## src/rtl/sync_fifo.sv

```systemverilog
// sync_fifo: single-clock first-word-fall-through FIFO.
// Storage holds FIFO_DEPTH words and is never reset. Read and write pointers
// wrap naturally because FIFO_DEPTH is a power of two. A separate occupancy
// counter drives the full/empty flags, so both flags come from registers only.
module sync_fifo #(
    parameter  int DATA_WIDTH    = 8,
    parameter  int FIFO_DEPTH    = 16,
    localparam int LB_FIFO_DEPTH = $clog2(FIFO_DEPTH)
) (
    input  logic                     clk,
    input  logic                     rstn,
    input  logic [DATA_WIDTH-1:0]    in_data,
    input  logic                     in_valid,
    output logic                     in_ready,
    output logic [DATA_WIDTH-1:0]    out_data,
    output logic                     out_valid,
    input  logic                     out_ready,
    input  logic                     clear,
    output logic [LB_FIFO_DEPTH:0]   count
);

    localparam logic [LB_FIFO_DEPTH:0] CNT_FULL = (LB_FIFO_DEPTH+1)'(FIFO_DEPTH);

    logic [DATA_WIDTH-1:0]    mem [FIFO_DEPTH];
    logic [LB_FIFO_DEPTH-1:0] wr_ptr;
    logic [LB_FIFO_DEPTH-1:0] rd_ptr;
    logic [LB_FIFO_DEPTH:0]   count_q;
    logic                     push;
    logic                     pop;

    // Flags and handshakes derive only from registered occupancy.
    always_comb begin
        in_ready  = (count_q != CNT_FULL);
        out_valid = (count_q != '0);
        push      = in_valid && in_ready;
        pop       = out_valid && out_ready;
        out_data  = mem[rd_ptr];
        count     = count_q;
    end

    // Pointer and occupancy update; reset beats clear beats push/pop.
    always_ff @(posedge clk) begin
        if (rstn) begin
            wr_ptr  <= '0;
            rd_ptr  <= '0;
            count_q <= '0;
        end else if (clear) begin
            wr_ptr  <= '0;
            rd_ptr  <= '0;
            count_q <= '0;
        end else begin
            if (push) begin
                wr_ptr <= wr_ptr + LB_FIFO_DEPTH'(1);
            end
            if (pop) begin
                rd_ptr <= rd_ptr + LB_FIFO_DEPTH'(1);
            end
            if (push && !pop) begin
                count_q <= count_q + (LB_FIFO_DEPTH+1)'(1);
            end else if (pop && !push) begin
                count_q <= count_q - (LB_FIFO_DEPTH+1)'(1);
            end
        end
    end

    // Payload write; a push coinciding with reset or clear is dropped.
    always_ff @(posedge clk) begin
        if (push && !rstn && !clear) begin
            mem[wr_ptr] <= in_data;
        end
    end

endmodule

```

## config.mk

```make
export PLATFORM = sky130hd
export DESIGN_NAME = sync_fifo
export DESIGN_NICKNAME = d
export VERILOG_FILES = /design/src/rtl/sync_fifo.sv
export SDC_FILE = /design/constraint.sdc
export NUM_CORES = 1
export LEC_CHECK = 0
export CAP_MARGIN = 5
export CORE_AREA = 2 2 104 127
export CTS_CLUSTER_DIAMETER = 50
export DETAILED_ROUTE_END_ITERATION = 12
export DIE_AREA = 0 0 106 129
export PLACE_DENSITY = 0.71
export SYNTH_ARGS = -nofsm -noshare
export SYNTH_HDL_FRONTEND = slang
export SYNTH_SLANG_ARGS = --single-unit
```

## constraint.sdc

```tcl
create_clock -name clk -period 4.2 [get_ports clk]
set_input_delay 0.63 -clock clk [delete_from_list [all_inputs] [get_ports clk]]
set_output_delay 0.63 -clock clk [all_outputs]
set_load 0.1 [all_outputs]
```

==> out/qor.csv, run 1 <==
metric,value,unit
CTS Buf Count,17,
setup slack after placement,1120,ps
Post-Syn Area,5740,um2
# placed instances,488,
Via Count,2877,
die height,129,um
clk buf depth,2,
final total power,3.80,mW
"commonest cells after routing, fill and taps aside","128 x edfxtp_1, 32 x mux4_2, 32 x nor2_1",
DR WL/cell,21.3,um
Max Cap Viol,0,
reg2reg start,count[0],
r2r endpoint,count[3],
Post-CTS Resized,0,
hold wc startpoint,rd_ptr[3],
Synth area leaders,"edfxtp_1 67%, mux4_2 13%, dfxtp_1 5.9%, a22oi_1 2.1%, nor2_1 2.1%",
global route overflow,0,
cell count after synthesis,308,
Syn Area/Cell,18.6,um2
ys async rst share,0,%
GRT Util Overall,17.7,%
synthesis-stage register bit count,145,
# rows,45,
Worst setup EP type,output pin,
dpl hpwl,7.22,mm
CP arrival,2590,ps
synthesized net count,331,
GPL Wtd Cong,0.725,
ant diodes,0,
"non-filler cells, final",520,
filler cell count,949,
die area,13700,um2
Crit Path Max Fanout,18,
Worst setup SP type,register,
H-tree levels,4,
Worst Max-Slew Pin Slew,972,ps
clock slew at reported path FFs,60,ps
I/O pin count,28,
PD cells,557,nW/um2
Max-slew headroom,35.0,%
CTS Sinks,145,
RSZ-0062 raised after global routing,no,
kind of critical path,register to output pin,
fin. max-slew vios,0,
Peak supply drop,0.000539,V
sequential area share after synthesis,72.9,%
leak pwr,2.24,nW
initial antenna violation count,0,
maximum clock frequency,311,MHz
Die W,106,um
main flop type after synthesis,edfxtp_1,
Root Buffer Master,clkbuf_16,
layout cell share with drive strength beyond 1,23.0,%
CTS tree,done,
status,"complete, no violations",
DRT antenna net count,0,
pin count of the biggest net entering global routing,33,
DP Area,6160,um2
minimum clock period,3220,ps
Cell variety after synth,36,
starting density of the core,46.1,%
number of synthesized flops with an enable pin,128,
Final period util,76.6,%
DRC viols,0,
clk_lat worst skew,410,ps
worst reg2reg setup slack,1450,ps
Util after Layout,54.9,%
layout net count,366,
number of global-route vias before repair,2943,
Layout Area Growth over Synthesis,19.1,%
clk_skew,6.54,ps
PnR worst setup slack,982,ps
R2R depth,9,
share of the synthesized area in the top cell type,67.0,%
Initial DRC Count,222,
Hold WS,498,ps
total negative setup slack,0,ps
Finished Cell Area,6830,um2
Hold Buf Count CTS,0,
Yosys top cell by area,edfxtp_1,
Final Setup Violations,0,
Yosys Warn Count,0,
"most common cell after layout, fill and taps aside",edfxtp_1,
PortBufs,27,
hold depth,2,
final hold vios,0,
first-pass GRT wire length,17.2,mm
Vias/cell,5.53,
1st-pass router iterations,4,
Core Area,12400,um2
WL final,11.1,mm
worst min path class,register to register,
total setup buffers inserted after CTS,0,
WP data required,3570,ps
[power by group]
group	switching (mW)	internal [mW]	leakage (nW)
Combinational	0.392	0.194	0.616
Sequential	0.0381	1.59	1.29
Clock	0.540	1.05	0.332
[final cells by class]
class                   count  area [um2]  share of cell area [%]
clock buffers              29         649                    9.51
multi-input cells         146        1480                    21.6
clock inverters             3        18.8                   0.275
repair buffers             29         278                    4.07
flip-flops and latches    145        4190                    61.3
well taps                 164         205                    3.00
inverters                   4        15.0                   0.220
[per-layer routing]
| metal | track usage [%] | share of wire, % | vias to the layer above |
|---|---|---|---|
| li1 | - | - | 1307 |
| met1 | 21.1 | 39 | 1467 |
| met2 | 30.3 | 54 | 89 |
| met3 | 4.56 | 4.9 | 14 |
| met4 | 8.05 | 1.6 | 0 |
| met5 | 0 | 0 | - |
[cells by family (layout without fill, tap and decap cells)]
family	after synthesis	after routing	synth area share (%)
adder cells (fa/ha/maj)	10	10	2.31
buffers and inverters	17	65	1.29
AND/OR/NAND/NOR	64	64	4.97
XOR/XNOR	6	6	0.916
AO/OA/AOI/OAI	31	31	4.47
multiplexers	35	35	13.1
flip-flops	145	145	72.9
[worst max-delay path by stage]
stage	from	endpoint	slack (ps)
3_5_place_dp	in_valid	count[3]	1120
2_1_floorplan	count[0]	count[3]	1150
5_1_grt	register	out_data[5]	800
4_1_cts	register	out_data[5]	900
6_report	register	out_data[5]	980
3_3_place_gp	in_valid	count[3]	1210
[sequential cells by signal, summed over array words and instances, names as in the netlist, named ones only]
name,count
count,5
mem,128
rd_ptr,4
wr_ptr,4
[critical path, stage by stage (launching register included)]
cell	delay, ps
dfxtp_2	710
buf_12	270
mux4_2	520
a22oi_1	290
nand2_1	130
buf_4	250
[Yosys cell counts, drive strengths merged, types with 2 or more instances]
cell      n
nand3     4
or2       2
nor4      2
a22oi    16
xnor2     2
nor2     32
xor2      4
clkbuf    5
edfxtp  128
inv       4
mux2i     3
buf       8
nor2b     2
mux4     32
dfxtp    17
a21oi     4
o211ai    3
ha        9
a31o      2
nand2    16
or4       2
Note: power is estimated with default switching activity, not from simulation.
==> run 2: changes to the inputs <==
Clock period 4.2 ns to 3.3 ns, I/O delays scaled along.
==> run 2 against run 1 <==
  * Clock-buffer cell count fell by 5
  * Sequential share of layout area fell by 1.4 points
  * Routed wire length fell by 2.5%
  * Global-route usage fell by 0.25 points
  * Combinational power rose by 36%
  * Largest power group unchanged
  * Largest cell class unchanged
  * Clock skew barely moved
  * Register-to-register slack got worse by 840 ps
==> out/qor.csv, run 2 (synthesis results as in run 1) <==
metric,value,unit,change
Via Count,2965,,was 2877
R2R depth,9,,unchanged
Util after Layout,56.1,%,was 54.9%
clk_lat worst skew,410,ps,about the same
GRT Util Overall,17.4,%,was 17.7%
worst min path class,register to register,,unchanged
die height,129,um,unchanged
CP arrival,2240,ps,was 2590 ps
Die W,106,um,unchanged
starting density of the core,46.1,%,unchanged
CTS Sinks,145,,unchanged
"commonest cells after routing, fill and taps aside","128 x edfxtp_1, 32 x mux4_2, 32 x nor2_1",,unchanged
most frequent CP cell,buf_12,,
initial antenna violation count,0,,unchanged
GPL Wtd Cong,0.751,,was 0.725
Peak supply drop,0.000654,V,was 0.000539 V
Crit Path Max Fanout,32,,was 18
layout net count,384,,was 366
Worst Max-Slew Pin Slew,968,ps,was 972 ps
number of flip-flops in the largest register,128,,unchanged
clk_skew,6.63,ps,was 6.54 ps
Worst setup EP type,output pin,,unchanged
status,"complete, no violations",,unchanged
setup slack after placement,604,ps,was 1120 ps
Worst setup SP type,register,,unchanged
CP top delay family,multiplexers,,was flip-flops
DRC viols,0,,unchanged
global route overflow,0,,unchanged
kind of critical path,register to output pin,,unchanged
Core Area,12400,um2,unchanged
Final period util,82.8,%,
final total power,4.72,mW,was 3.80 mW
Layout Area Growth over Synthesis,21.8,%,was 19.1%
total setup buffers inserted after CTS,0,,unchanged
Final Setup Violations,0,,unchanged
reg2reg start,count[0],,unchanged
maximum clock frequency,366,MHz,
CP Cell Sequence,buf_12 -> mux4_2 -> a22oi_1 -> nand2_1 -> buf_12,,was buf_12 -> mux4_2 -> a22oi_1 -> nand2_1 -> buf_4
WL final,10.8,mm,was 11.1 mm
pin count of the biggest net entering global routing,33,,unchanged
CTS tree,done,,unchanged
die area,13700,um2,unchanged
worst reg2reg setup slack,610,ps,was 1450 ps
first-pass GRT wire length,17.1,mm,was 17.2 mm
Post-CTS Resized,0,,unchanged
Hold WS,516,ps,was 498 ps
Vias/cell,5.51,,was 5.53
PnR worst setup slack,569,ps,was 982 ps
dpl hpwl,7.11,mm,was 7.22 mm
I/O pin count,28,,unchanged
layout cell share with drive strength beyond 1,28.3,%,was 23.0%
minimum clock period,2730,ps,
clk buf depth,2,,unchanged
r2r endpoint,count[3],,unchanged
Hold Buf Count CTS,0,,unchanged
PD cells,675,nW/um2,was 557 nW/um2
hold wc startpoint,rd_ptr[3],,unchanged
leak pwr,2.35,nW,was 2.24 nW
Root Buffer Master,clkbuf_16,,unchanged
CTS Buf Count,17,,unchanged
"slowest stage cell, crit path",mux4_2,,was dfxtp_2
1st-pass router iterations,4,,unchanged
fin. max-slew vios,0,,unchanged
worst path bufs/invs,2,,unchanged
final hold vios,0,,unchanged
"most common cell after layout, fill and taps aside",edfxtp_1,,unchanged
PortBufs,27,,unchanged
H-tree levels,4,,unchanged
# rows,45,,unchanged
RSZ-0062 raised after global routing,no,,unchanged
ant diodes,0,,unchanged
hold endpoint,rd_ptr[3],,
Initial DRC Count,213,,was 222
number of global-route vias before repair,3102,,was 2943
total negative setup slack,0,ps,unchanged
DR WL/cell,20.1,um,was 21.3 um
hold depth,2,,unchanged
DRT antenna net count,0,,unchanged
Max-slew headroom,35.3,%,was 35.0%
Max Cap Viol,0,,unchanged
WP data required,2800,ps,was 3570 ps
clock slew at reported path FFs,60,ps,about the same
CP max stage delay,550,ps,was 710 ps
Reg with most FFs,mem,,unchanged
[run 2: changes by cell type in the layout (fill, tap and decap cells not counted), sizes merged]
cell	before	now
inv	4	12
clkdlybuf4s50	19	14
buf	10	33
clkbuf	29	24
clkinv	3	0
[run 2: layout make-up]
| cell class | instances | area (um2) |
|---|---|---|
| timing repair buffer | 47 | 500 |
| clock buffer | 24 | 546 |
| inverter | 4 | 15.0 |
| tap | 164 | 205 |
| clock inverter | 8 | 55.1 |
| multi-input combinational | 146 | 1480 |
| fill | 925 | 5460 |
| sequential | 145 | 4190 |
[run 2: metrics by stage]
step	cells	cell area, um2
after floorplan	308	5740
after global placement	506	6380
after detailed placement	506	6380
after CTS	538	6980
after global routing	538	6980
final	538	6980
[run 2: worst max path at each step]
stage                        endpoint     start  depth (start not counted)
after floorplan              count[3]  count[0]                          9
after global placement       count[3]  in_valid                          9
after detailed placement     count[4]  in_valid                          9
after CTS                 out_data[5]  register                          5
after global routing         count[4]  count[0]                          9
final                     out_data[5]  register                          5
[run 2: worst min-delay path: cells and delay by family, from the launching register on]
| family | cells | cell delay [ps] |
|---|---|---|
| AOI/OAI and AO/OA | 1 | 90 |
| and+or+nand+nor | 1 | 70 |
| DFF | 1 | 310 |
[run 2: power by group]
part	switching (mW)	internal [mW]
sequential	0.0326	2.02
clock	0.704	1.16
combinational	0.520	0.274
[run 2: routing by layer]
layer | track usage [%] | vias to the layer above | wire length, um
met3 | 4.05 | 24 | 525
li1 | - | 1345 | -
met2 | 30.7 | 97 | 5760
met1 | 19.8 | 1499 | 4230
met4 | 9.13 | 0 | 297
met5 | 0 | - | 0
